==> src/rtl/gol_row_stepper.sv <==
// rtl/gol_row_stepper.sv - one Game of Life generation, streamed row by row between two regfiles
// Reads the current board one row per cycle and writes each next-generation row one cycle later.
module gol_row_stepper #(
    parameter int WIDTH   = 8,
    parameter int REGBITS = 3
) (
    input  logic               clk,
    input  logic               reset,
    input  logic               start,
    output logic [REGBITS-1:0] ra,
    input  logic [WIDTH-1:0]   rd,
    output logic               regwrite,
    output logic [REGBITS-1:0] wa,
    output logic [WIDTH-1:0]   wd,
    output logic               busy,
    output logic               done,
    output logic [15:0]        gen_count
);

    typedef enum logic [2:0] {IDLE, FILL, RUN, FLUSH, DONE} state_t;

    state_t             state, state_next;
    logic [WIDTH-1:0]   prev, cur, rule_row;
    logic [REGBITS-1:0] r;

    logic [WIDTH+1:0]   prev_pad, cur_pad, next_pad;
    logic [3:0]         n;

    always_ff @(posedge clk) begin
        if (reset) state <= IDLE;
        else       state <= state_next;
    end

    // Row N-1 wraps ra to address 0, which reads the hardwired-zero bottom border.
    always_comb begin
        state_next = state;
        ra         = '0;
        busy       = 1'b0;
        done       = 1'b0;
        case (state)
            IDLE: if (start) state_next = FILL;
            FILL: begin
                ra         = REGBITS'(1);
                busy       = 1'b1;
                state_next = RUN;
            end
            RUN: begin
                ra   = r + REGBITS'(1);
                busy = 1'b1;
                if (r == '1) state_next = FLUSH;
            end
            FLUSH: begin
                busy       = 1'b1;
                state_next = DONE;
            end
            DONE: begin
                done       = 1'b1;
                state_next = IDLE;
            end
            default: state_next = IDLE;
        endcase
    end

    // Zero padding on both sides models the dead columns -1 and WIDTH.
    always_comb begin
        prev_pad = {1'b0, prev, 1'b0};
        cur_pad  = {1'b0, cur,  1'b0};
        next_pad = {1'b0, rd,   1'b0};
        rule_row = '0;
        n        = '0;
        for (int c = 0; c < WIDTH; c++) begin
            n = {3'b0, prev_pad[c]} + {3'b0, prev_pad[c+1]} + {3'b0, prev_pad[c+2]}
              + {3'b0, cur_pad[c]}                          + {3'b0, cur_pad[c+2]}
              + {3'b0, next_pad[c]} + {3'b0, next_pad[c+1]} + {3'b0, next_pad[c+2]};
            rule_row[c] = (n == 4'd3) | (cur_pad[c+1] & (n == 4'd2));
        end
    end

    always_ff @(posedge clk) begin
        if (reset) begin
            regwrite  <= 1'b0;
            wa        <= '0;
            wd        <= '0;
            prev      <= '0;
            cur       <= '0;
            r         <= '0;
            gen_count <= '0;
        end else begin
            regwrite <= 1'b0;
            case (state)
                IDLE: if (start) prev <= '0;
                FILL: begin
                    cur <= rd;
                    r   <= REGBITS'(1);
                end
                RUN: begin
                    regwrite <= 1'b1;
                    wa       <= r;
                    wd       <= rule_row;
                    prev     <= cur;
                    cur      <= rd;
                    if (r != '1) r <= r + REGBITS'(1);
                end
                DONE: gen_count <= gen_count + 16'd1;
                default: ;
            endcase
        end
    end

endmodule

==> config.mk <==
export PLATFORM = sky130hd
export DESIGN_NAME = gol_row_stepper
export DESIGN_NICKNAME = d
export VERILOG_FILES = /design/src/rtl/gol_row_stepper.sv
export SDC_FILE = /design/constraint.sdc
export NUM_CORES = 1
export LEC_CHECK = 0
export CAP_MARGIN = 20
export CORE_ASPECT_RATIO = 1.2
export CORE_MARGIN = 5
export CORE_UTILIZATION = 40
export CTS_BUF_LIST = sky130_fd_sc_hd__clkbuf_8
export CTS_CLUSTER_SIZE = 24
export DETAILED_ROUTE_END_ITERATION = 10
export PLACE_DENSITY_LB_ADDON = 0.05
export RECOVER_POWER = 50
export SYNTH_ARGS = -nofsm -noshare
export SYNTH_HDL_FRONTEND = slang
export SYNTH_SLANG_ARGS = --single-unit
==> constraint.sdc <==
create_clock -name clk -period 4.15 [get_ports clk]
set_input_delay 0.83 -clock clk [delete_from_list [all_inputs] [get_ports clk]]
set_output_delay 0.83 -clock clk [all_outputs]
set_load 0.005 [all_outputs]
==> metrics, run 1 <==
total length of routed wires=between 6 and 7 mm; Setup CP Type=in2reg; dominant register cell in the synthesized netlist=sky130_fd_sc_hd__dfxtp_1; Worst Path Required=4.34 ns; number of inserted filler cells in the final layout=between 700 and 800; count of cells resized by post-cts repair=0; Initial Util=between 40% and 50%; clock slew at reported path FFs=0.10 ns; die height=roughly 110 um; placer congestion estimate=around 0.80; Max VDD drop=0.000189 V; share of Yosys cell area claimed by the top area cell type=approximately 32%; period utilization=92.6%; die area=9610 um^2; area grow syn2layout=21.4%; minimum setup slack among reg-to-reg paths=~1.0 ns; global route overflow=0; Final ANT Viol Nets=0; number of register bits inferred by synthesis=50; number of DRC violations after detailed-routing iteration 0=91; worst-margin pin slew=about 1.3 ns; f_max=0.260 GHz; cells after synthesis=~330; cell type of the slowest stage on the worst timing path=sky130_fd_sc_hd__fa_1; startpoint type of the worst setup path=primary input; Clock Path Buffers=2; per-cell routed wire length=between 10 and 15 um; quantity of hold-fixing buffers added after cts=0; critical-path maximum fanout=3; Max-cap violations=0; number of antenna diodes=0; number of rows in the core area=35; synthesized netlist net count=about 400; I/O pin count=44; final net count=437; final critical path time including I/O delays and setup=just under 4 ns; power per standard cell area=306 nW/um^2; final worst setup slack=about 0.31 ns; status=completed; ratio of cells with drive above 1 in the final layout=between 5 and 6%; total count of hold-check failures in the final report=0; register area=roughly 1000 um^2; post-synthesis cell type with the largest combined area=sky130_fd_sc_hd__dfxtp_1; Non-Filler Instances=approximately 470; endpoint kind of the worst setup timing path=register; area taken by multi-input logic gates=1840 um^2; part of the Yosys area used for sequential elements=32.3%; initial antenna violation count=0; Residual DRC=0; count of vias placed by the detailed router=2379; Mean Syn Cell Area=around 9.4 um^2; Clock Sink Count=50; Arrival @ worst endpoint=about 4.0 ns; RSZ-0062 raised after global routing=false; clock buffer count from CTS=5; Placement Setup Slack=-0.0206 ns; ys async rst share=0%; clk root buf=sky130_fd_sc_hd__clkbuf_8; detail-routed via count per cell=around 5.1; post-synth cell types=36; Max Transition Viols Final=0; global routing usage summed across all routing layers=between 15 and 20%; via count of the first global-routing pass=roughly 2400; post-DP HPWL=5.32 mm; final setup skew=0.00889 ns; count of input and output buffers=43; static leakage=1.67 nW; worst relative slew slack=between 10 and 15%; largest stage delay on the critical path=0.56 ns; largest net degree at the start of global routing=27; number of detailed-routing iterations run before antenna repair=4; Post-Place Cells=460; Min-Delay Path Class=reg2reg; source-to-sink clock delay at the later pin of the worst-skew pair=around 0.3 ns; area of the mapped netlist=between 3000 and 4000 um^2; Syn. warnings=0; Chip Width=between 90 and 100 um; placeable core region=approximately 7600 um^2; EDFF count, synth=0; most repeated library cell on the critical path=sky130_fd_sc_hd__fa_1; Clock H-tree levels=2; # setup viols final=0; leading post-synthesis cells by cell area=sky130_fd_sc_hd__dfxtp_1 32%, sky130_fd_sc_hd__fa_1 18%, sky130_fd_sc_hd__ha_1 9.3%; worst-path cell chain=clkdlybuf4s50_1 > inv_1 > fa_1 > fa_1 > fa_1 > inv_1 > ha_1 > fa_1 > and3_1 > o221ai_1 > a21oi_1; clock tree from TritonCTS=done; buffers inserted by post-CTS timing repair=0; wire length of the first global-routing pass=about 12 mm; total power=between 0.001 and 0.0015 W
worst max-delay path, delay by kind of cell:
| kind | cells | cell delay [ns] |
|---|---|---|
| adders and majority gates | 5 | 2.06 |
| buffers and inverters | 3 | 0.68 |
| AOI/OAI and AO/OA | 2 | 0.28 |
| and+or+nand+nor | 1 | 0.17 |
through the flow:
| stage | setup TNS (ns) | hold slack (ns) | cell area, um^2 | utilization (%) |
|---|---|---|---|---|
| finish | 0 | 0.485 | 3760 | 49.4 |
| global route | 0 | 0.522 | 3760 | 49.4 |
| CTS | 0 | 0.491 | 3770 | 49.5 |
| detailed placement | -0.0206 | 0.467 | 3660 | 48.1 |
| global placement | 0 | 0.462 | 3660 | 48.1 |
| floorplan | 0 | 0.449 | 3100 | - |
layout make-up:
cell class | instances | area share, %
Clock buffer | 5 | 1.83
Clock inverter | 3 | 1.06
Inverter | 55 | 5.49
Multi-Input combinational cell | 212 | 49.0
Sequential cell | 50 | 26.6
Tap cell | 92 | 3.06
Timing Repair Buffer | 51 | 12.9
power breakdown:
part / leakage (nW) / total, W / internal [W] / switching [W]
Sequential: 0.405 / 0.000526 / 0.000502 / 0.0000242
Clock: 0.0579 / 0.000348 / 0.000178 / 0.000170
Combinational: 1.20 / 0.000277 / 0.000132 / 0.000145
Total: 1.67 / 0.00115 / 0.000811 / 0.000339
synthesized netlist by cell type (all sizes together), types with 2 or more instances:
library cell / n
o211ai: 2
and2: 2
nand2: 9
ha: 23
clkbuf: 7
or3: 2
nor2: 34
inv: 55
o31ai: 4
nand4: 5
xor2: 6
nor4: 2
dfxtp: 50
fa: 28
or3b: 3
or4: 4
a21oi: 30
o21ai: 3
mux2i: 14
nor3: 5
xnor2: 5
nand3: 4
and4: 2
buf: 4
a22o: 8
and3: 6
o221ai: 5
flip-flops by register name, indices dropped and copies added (netlist names):
register,count
wd,8
wa,3
gen_count,16
prev,8
r,3
cur,8
regwrite,1
state,3
worst paths after layout:
check | startpoint | to | cells after the start
max | rd[5] | wd[6] | 11
max reg2reg | prev[2] | wd[3] | 10
min reg2reg | gen_count[15] | gen_count[15] | 2
min | gen_count[15] | gen_count[15] | 2
cell families (layout without fill, tap and decap cells):
logic type               count (synthesis)  after routing  synth area share [%]
AND/OR/NAND/NOR                         83             83                  13.9
buffers and inverters                   66            114                  8.12
AO/OA/AOI/OAI                           53             53                  10.7
adder cells (fa/ha/maj)                 51             51                  27.4
flip-flops                              50             50                  32.3
multiplexers                            14             14                  4.52
XOR/XNOR                                11             11                  3.11
layer usage:
metal / track usage, % / share of wire (%) / vias to the layer above
met3: 2.41 / 3.9 / 11
met5: 0 / 0 / -
met2: 26.5 / 49 / 47
met4: 5.32 / 2.2 / 0
met1: 18.5 / 44 / 1135
li1: - / - / 1186
cells in the final DEF, fill, tap and decap left out, types with 2 or more instances in the layout:
cell / n
sky130_fd_sc_hd__buf_4: 7
sky130_fd_sc_hd__clkinv_2: 2
sky130_fd_sc_hd__ha_1: 23
sky130_fd_sc_hd__nor4_1: 2
sky130_fd_sc_hd__inv_1: 54
sky130_fd_sc_hd__mux2i_1: 14
sky130_fd_sc_hd__and2_1: 2
sky130_fd_sc_hd__o211ai_1: 2
sky130_fd_sc_hd__a22o_1: 8
sky130_fd_sc_hd__or4_1: 4
sky130_fd_sc_hd__or3b_2: 2
sky130_fd_sc_hd__nand3_1: 4
sky130_fd_sc_hd__nand2_1: 9
sky130_fd_sc_hd__or3_1: 2
sky130_fd_sc_hd__clkdlybuf4s50_1: 28
sky130_fd_sc_hd__and4_1: 2
sky130_fd_sc_hd__o221ai_1: 5
sky130_fd_sc_hd__xor2_1: 6
sky130_fd_sc_hd__nor3_1: 5
sky130_fd_sc_hd__clkbuf_8: 5
sky130_fd_sc_hd__o21ai_0: 3
sky130_fd_sc_hd__o31ai_1: 4
sky130_fd_sc_hd__a21oi_1: 30
sky130_fd_sc_hd__xnor2_1: 5
sky130_fd_sc_hd__dlygate4sd3_1: 15
sky130_fd_sc_hd__nand4_1: 5
sky130_fd_sc_hd__nor2_1: 34
sky130_fd_sc_hd__and3_1: 6
sky130_fd_sc_hd__dfxtp_1: 50
sky130_fd_sc_hd__fa_1: 28
No activity file was read; power rests on OpenSTA's default activity.
==> run 2, diff against run 1 <==
--- a/config.mk
+++ b/config.mk
@@ -5,6 +5,7 @@
 export SDC_FILE = /design/constraint.sdc
 export NUM_CORES = 1
 export LEC_CHECK = 0
+export ABC_AREA = 1
 export CAP_MARGIN = 20
 export CORE_ASPECT_RATIO = 1.2
 export CORE_MARGIN = 5
==> run 2 against run 1 <==
Net effect: sequential power increased by 2%; via count increased by 9.7%; synthesized cell count is 23% higher; largest cell class unchanged; final cell count rose by 16%; routed wire length is 1.1% higher.
==> metrics, run 2 <==
quantity of hold-fixing buffers added after cts=0 (unchanged); period utilization=90.4% (was 92.6%); sum of negative setup slack=0 ns (unchanged); ratio of cells with drive above 1 in the final layout=4.46% (was 5.05%); status=completed (unchanged); part of the Yosys area used for sequential elements=31.0% (was 32.3%); number of rows in the core area=36 (was 35); post-DP HPWL=5.43 mm (was 5.32 mm); source-to-sink clock delay at the later pin of the worst-skew pair=0.30 ns (about the same); RSZ-0062 raised after global routing=false (unchanged); final setup skew=0.00159 ns (was 0.00889 ns); global routing usage summed across all routing layers=14.9% (was 15.1%); share of Yosys cell area claimed by the top area cell type=31.0% (was 32.3%); Initial Util=40.2% (was 40.7%); Min-Delay Path Class=reg2reg (unchanged); startpoint type of the worst setup path=primary input (unchanged); count of input and output buffers=43 (unchanged); Mean Syn Cell Area=8.00 um^2 (was 9.45 um^2); Setup CP Type=in2reg (unchanged); power per standard cell area=324 nW/um^2 (was 306 nW/um^2); f_max=0.267 GHz (was 0.260 GHz); clock buffer count from CTS=5 (unchanged); cells after synthesis=403 (was 328); final critical path time including I/O delays and setup=3.75 ns (was 3.84 ns); Arrival @ worst endpoint=3.95 ns (was 4.03 ns); leading cell types in the layout, fill and taps excluded=76 x sky130_fd_sc_hd__inv_1, 56 x sky130_fd_sc_hd__nor2_1, 51 x sky130_fd_sc_hd__nand2_1, 50 x sky130_fd_sc_hd__dfxtp_1, 38 x sky130_fd_sc_hd__o21ai_0 (was 54 x sky130_fd_sc_hd__inv_1, 50 x sky130_fd_sc_hd__dfxtp_1, 34 x sky130_fd_sc_hd__nor2_1, 30 x sky130_fd_sc_hd__a21oi_1); number of DRC violations after detailed-routing iteration 0=51 (was 91); area grow syn2layout=19.2% (was 21.4%); buffers inserted by post-CTS timing repair=0 (unchanged); clock tree from TritonCTS=done (unchanged); number of detailed-routing iterations run before antenna repair=4 (unchanged); global route overflow=0 (unchanged); Commonest cells post-synth=76 x sky130_fd_sc_hd__inv_1, 55 x sky130_fd_sc_hd__nor2_1, 50 x sky130_fd_sc_hd__dfxtp_1, 50 x sky130_fd_sc_hd__nand2_1, 38 x sky130_fd_sc_hd__o21ai_0 (was 54 x sky130_fd_sc_hd__inv_1, 50 x sky130_fd_sc_hd__dfxtp_1, 34 x sky130_fd_sc_hd__nor2_1); detail-routed via count per cell=4.80 (was 5.08); die area=9970 um^2 (was 9610 um^2); endpoint kind of the worst setup timing path=register (unchanged); largest net degree at the start of global routing=31 (was 27); Max-cap violations=0 (unchanged); count of cells resized by post-cts repair=0 (unchanged); worst-margin pin slew=1.25 ns (was 1.29 ns); # setup viols final=0 (unchanged); Max VDD drop=0.000147 V (was 0.000189 V); placer congestion estimate=0.812 (was 0.804); initial antenna violation count=0 (unchanged); dominant register cell in the synthesized netlist=sky130_fd_sc_hd__dfxtp_1 (unchanged); per-cell routed wire length=12.7 um (was 14.5 um); Final ANT Viol Nets=0 (unchanged); number of antenna diodes=0 (unchanged); total count of hold-check failures in the final report=0 (unchanged); most numerous cell in the Yosys netlist=sky130_fd_sc_hd__inv_1 (unchanged); placeable core region=8020 um^2 (was 7620 um^2); utilization after layout=47.9% (was 49.4%); critical-path maximum fanout=3 (unchanged); count of vias placed by the detailed router=2609 (was 2379); ys async rst share=0% (unchanged); Residual DRC=0 (unchanged); Syn. warnings=0 (unchanged); die height=108 um (was 106 um); final net count=509 (was 437); number of register bits inferred by synthesis=50 (unchanged); area of the mapped netlist=3230 um^2 (was 3100 um^2); via count of the first global-routing pass=2619 (was 2445); post-synthesis cell type with the largest combined area=sky130_fd_sc_hd__dfxtp_1 (unchanged); Worst Path Required=4.35 ns (was 4.34 ns); synthesized netlist net count=465 (was 390); most common library cell in the layout ignoring fill and taps=sky130_fd_sc_hd__inv_1 (unchanged); post-synth cell types=30 (was 36); wire length of the first global-routing pass=12.0 mm (was 11.9 mm); flip-flop count of the largest register after layout=16 (unchanged); Clock H-tree levels=2 (unchanged); Max Transition Viols Final=0 (unchanged); Largest Register=gen_count (unchanged); leading post-synthesis cells by cell area=sky130_fd_sc_hd__dfxtp_1 31%, sky130_fd_sc_hd__fa_1 17%, sky130_fd_sc_hd__ha_1 8.9% (was sky130_fd_sc_hd__dfxtp_1 32%, sky130_fd_sc_hd__fa_1 18%, sky130_fd_sc_hd__ha_1 9.3%); clock slew at reported path FFs=0.09 ns (was 0.10 ns); Clock Path Buffers=2 (unchanged); I/O pin count=44 (unchanged); EDFF count, synth=0 (unchanged); total length of routed wires=6.87 mm (was 6.79 mm); Clock Sink Count=50 (unchanged); clk root buf=sky130_fd_sc_hd__clkbuf_8 (unchanged); worst relative slew slack=16.3% (was 14.0%); Chip Width=92.0 um (was 90.3 um); static leakage=1.90 nW (was 1.67 nW)
[run 2: cell types whose count changed after synthesis, sizes merged, moves of 6 or more]
cell   delta
o21ai    +38
and3      -6
nand2    +45
inv      +23
nor2     +24
mux2i    -14
a22o      -8
nand3    +15
[run 2: cell type report]
class	count	area, um^2
clock buffers	5	68.8
clock inverters	3	40.0
fillers	828	4170
inverters	78	293
multi-input cells	267	1880
flip-flops and latches	50	1000
well taps	95	119
repair buffers	45	445
[run 2: where the power goes]
| group | internal, W | leakage [nW] | switching, W |
|---|---|---|---|
| Sequential | 0.000512 | 0.406 | 0.0000259 |
| Combinational | 0.000159 | 1.43 | 0.000204 |
| Clock | 0.000178 | 0.0579 | 0.000168 |
[run 2: per-stage QoR]
| step | total power [W] | instances | cell area [um^2] | setup WS, ns | hold slack, ns |
|---|---|---|---|---|---|
| global placement | 0.000919 | 535 | 3740 | 0.0847 | 0.464 |
| detailed placement | 0.000928 | 535 | 3740 | 0.0585 | 0.472 |
| global route | 0.00135 | 543 | 3840 | 0.202 | 0.528 |
| finish | 0.00125 | 543 | 3840 | 0.400 | 0.490 |
| CTS | 0.00128 | 543 | 3850 | 0.379 | 0.494 |
| floorplan | 0.000809 | 403 | 3230 | 0.727 | 0.453 |
[run 2: cells by family (layout without fill, tap and decap cells)]
family	after synthesis	count (layout)	share of synthesized area [%]
simple gates	140	140	19.9
flops	50	50	31.0
xor+xnor	1	1	0.272
buf+inv	86	131	10.5
fa+ha+maj	51	51	26.3
compound gates	75	75	12.0
[run 2: path summary, 6_finish.rpt]
kind                  end  slack [ns]    start  cells after the start
setup / recovery    wd[6]        0.40    rd[6]                     14
hold / removal    prev[0]        0.49  prev[0]                      2
setup reg to reg    wd[6]        1.09  prev[5]                     13
hold reg to reg   prev[0]        0.49  prev[0]                      2
[run 2: worst max-delay path, cell delays in order]
cell                              delay [ns]
sky130_fd_sc_hd__clkdlybuf4s50_1        0.50
sky130_fd_sc_hd__inv_1                  0.12
sky130_fd_sc_hd__fa_1                   0.55
sky130_fd_sc_hd__fa_1                   0.43
sky130_fd_sc_hd__fa_1                   0.49
sky130_fd_sc_hd__inv_1                  0.04
sky130_fd_sc_hd__ha_1                   0.20
sky130_fd_sc_hd__fa_1                   0.38
sky130_fd_sc_hd__nand2_1                0.08
sky130_fd_sc_hd__nor2_1                 0.04
sky130_fd_sc_hd__a21oi_1                0.11
sky130_fd_sc_hd__nor2_1                 0.05
sky130_fd_sc_hd__nor2_1                 0.08
sky130_fd_sc_hd__nor2_1                 0.05
[run 2: metal layers]
metal  vias to the layer above  track usage, %  share of wire (%)
met3                         7            2.51                3.2
li1                       1356               -                  -
met4                         0            4.99                1.4
met5                         -               0                  0
met2                        39            28.1                 52
met1                      1207            16.9                 44
==> run 3, diff against run 2 <==
--- a/config.mk
+++ b/config.mk
@@ -5,7 +5,6 @@
 export SDC_FILE = /design/constraint.sdc
 export NUM_CORES = 1
 export LEC_CHECK = 0
-export ABC_AREA = 1
 export CAP_MARGIN = 20
 export CORE_ASPECT_RATIO = 1.2
 export CORE_MARGIN = 5
@@ -15,6 +14,7 @@
 export DETAILED_ROUTE_END_ITERATION = 10
 export PLACE_DENSITY_LB_ADDON = 0.05
 export RECOVER_POWER = 50
+export SKIP_LAST_GASP = 1
 export SYNTH_ARGS = -nofsm -noshare
 export SYNTH_HDL_FRONTEND = slang
 export SYNTH_SLANG_ARGS = --single-unit
==> results of run 3 <==
Final layout, timing and power as in run 1 (identical DEF).
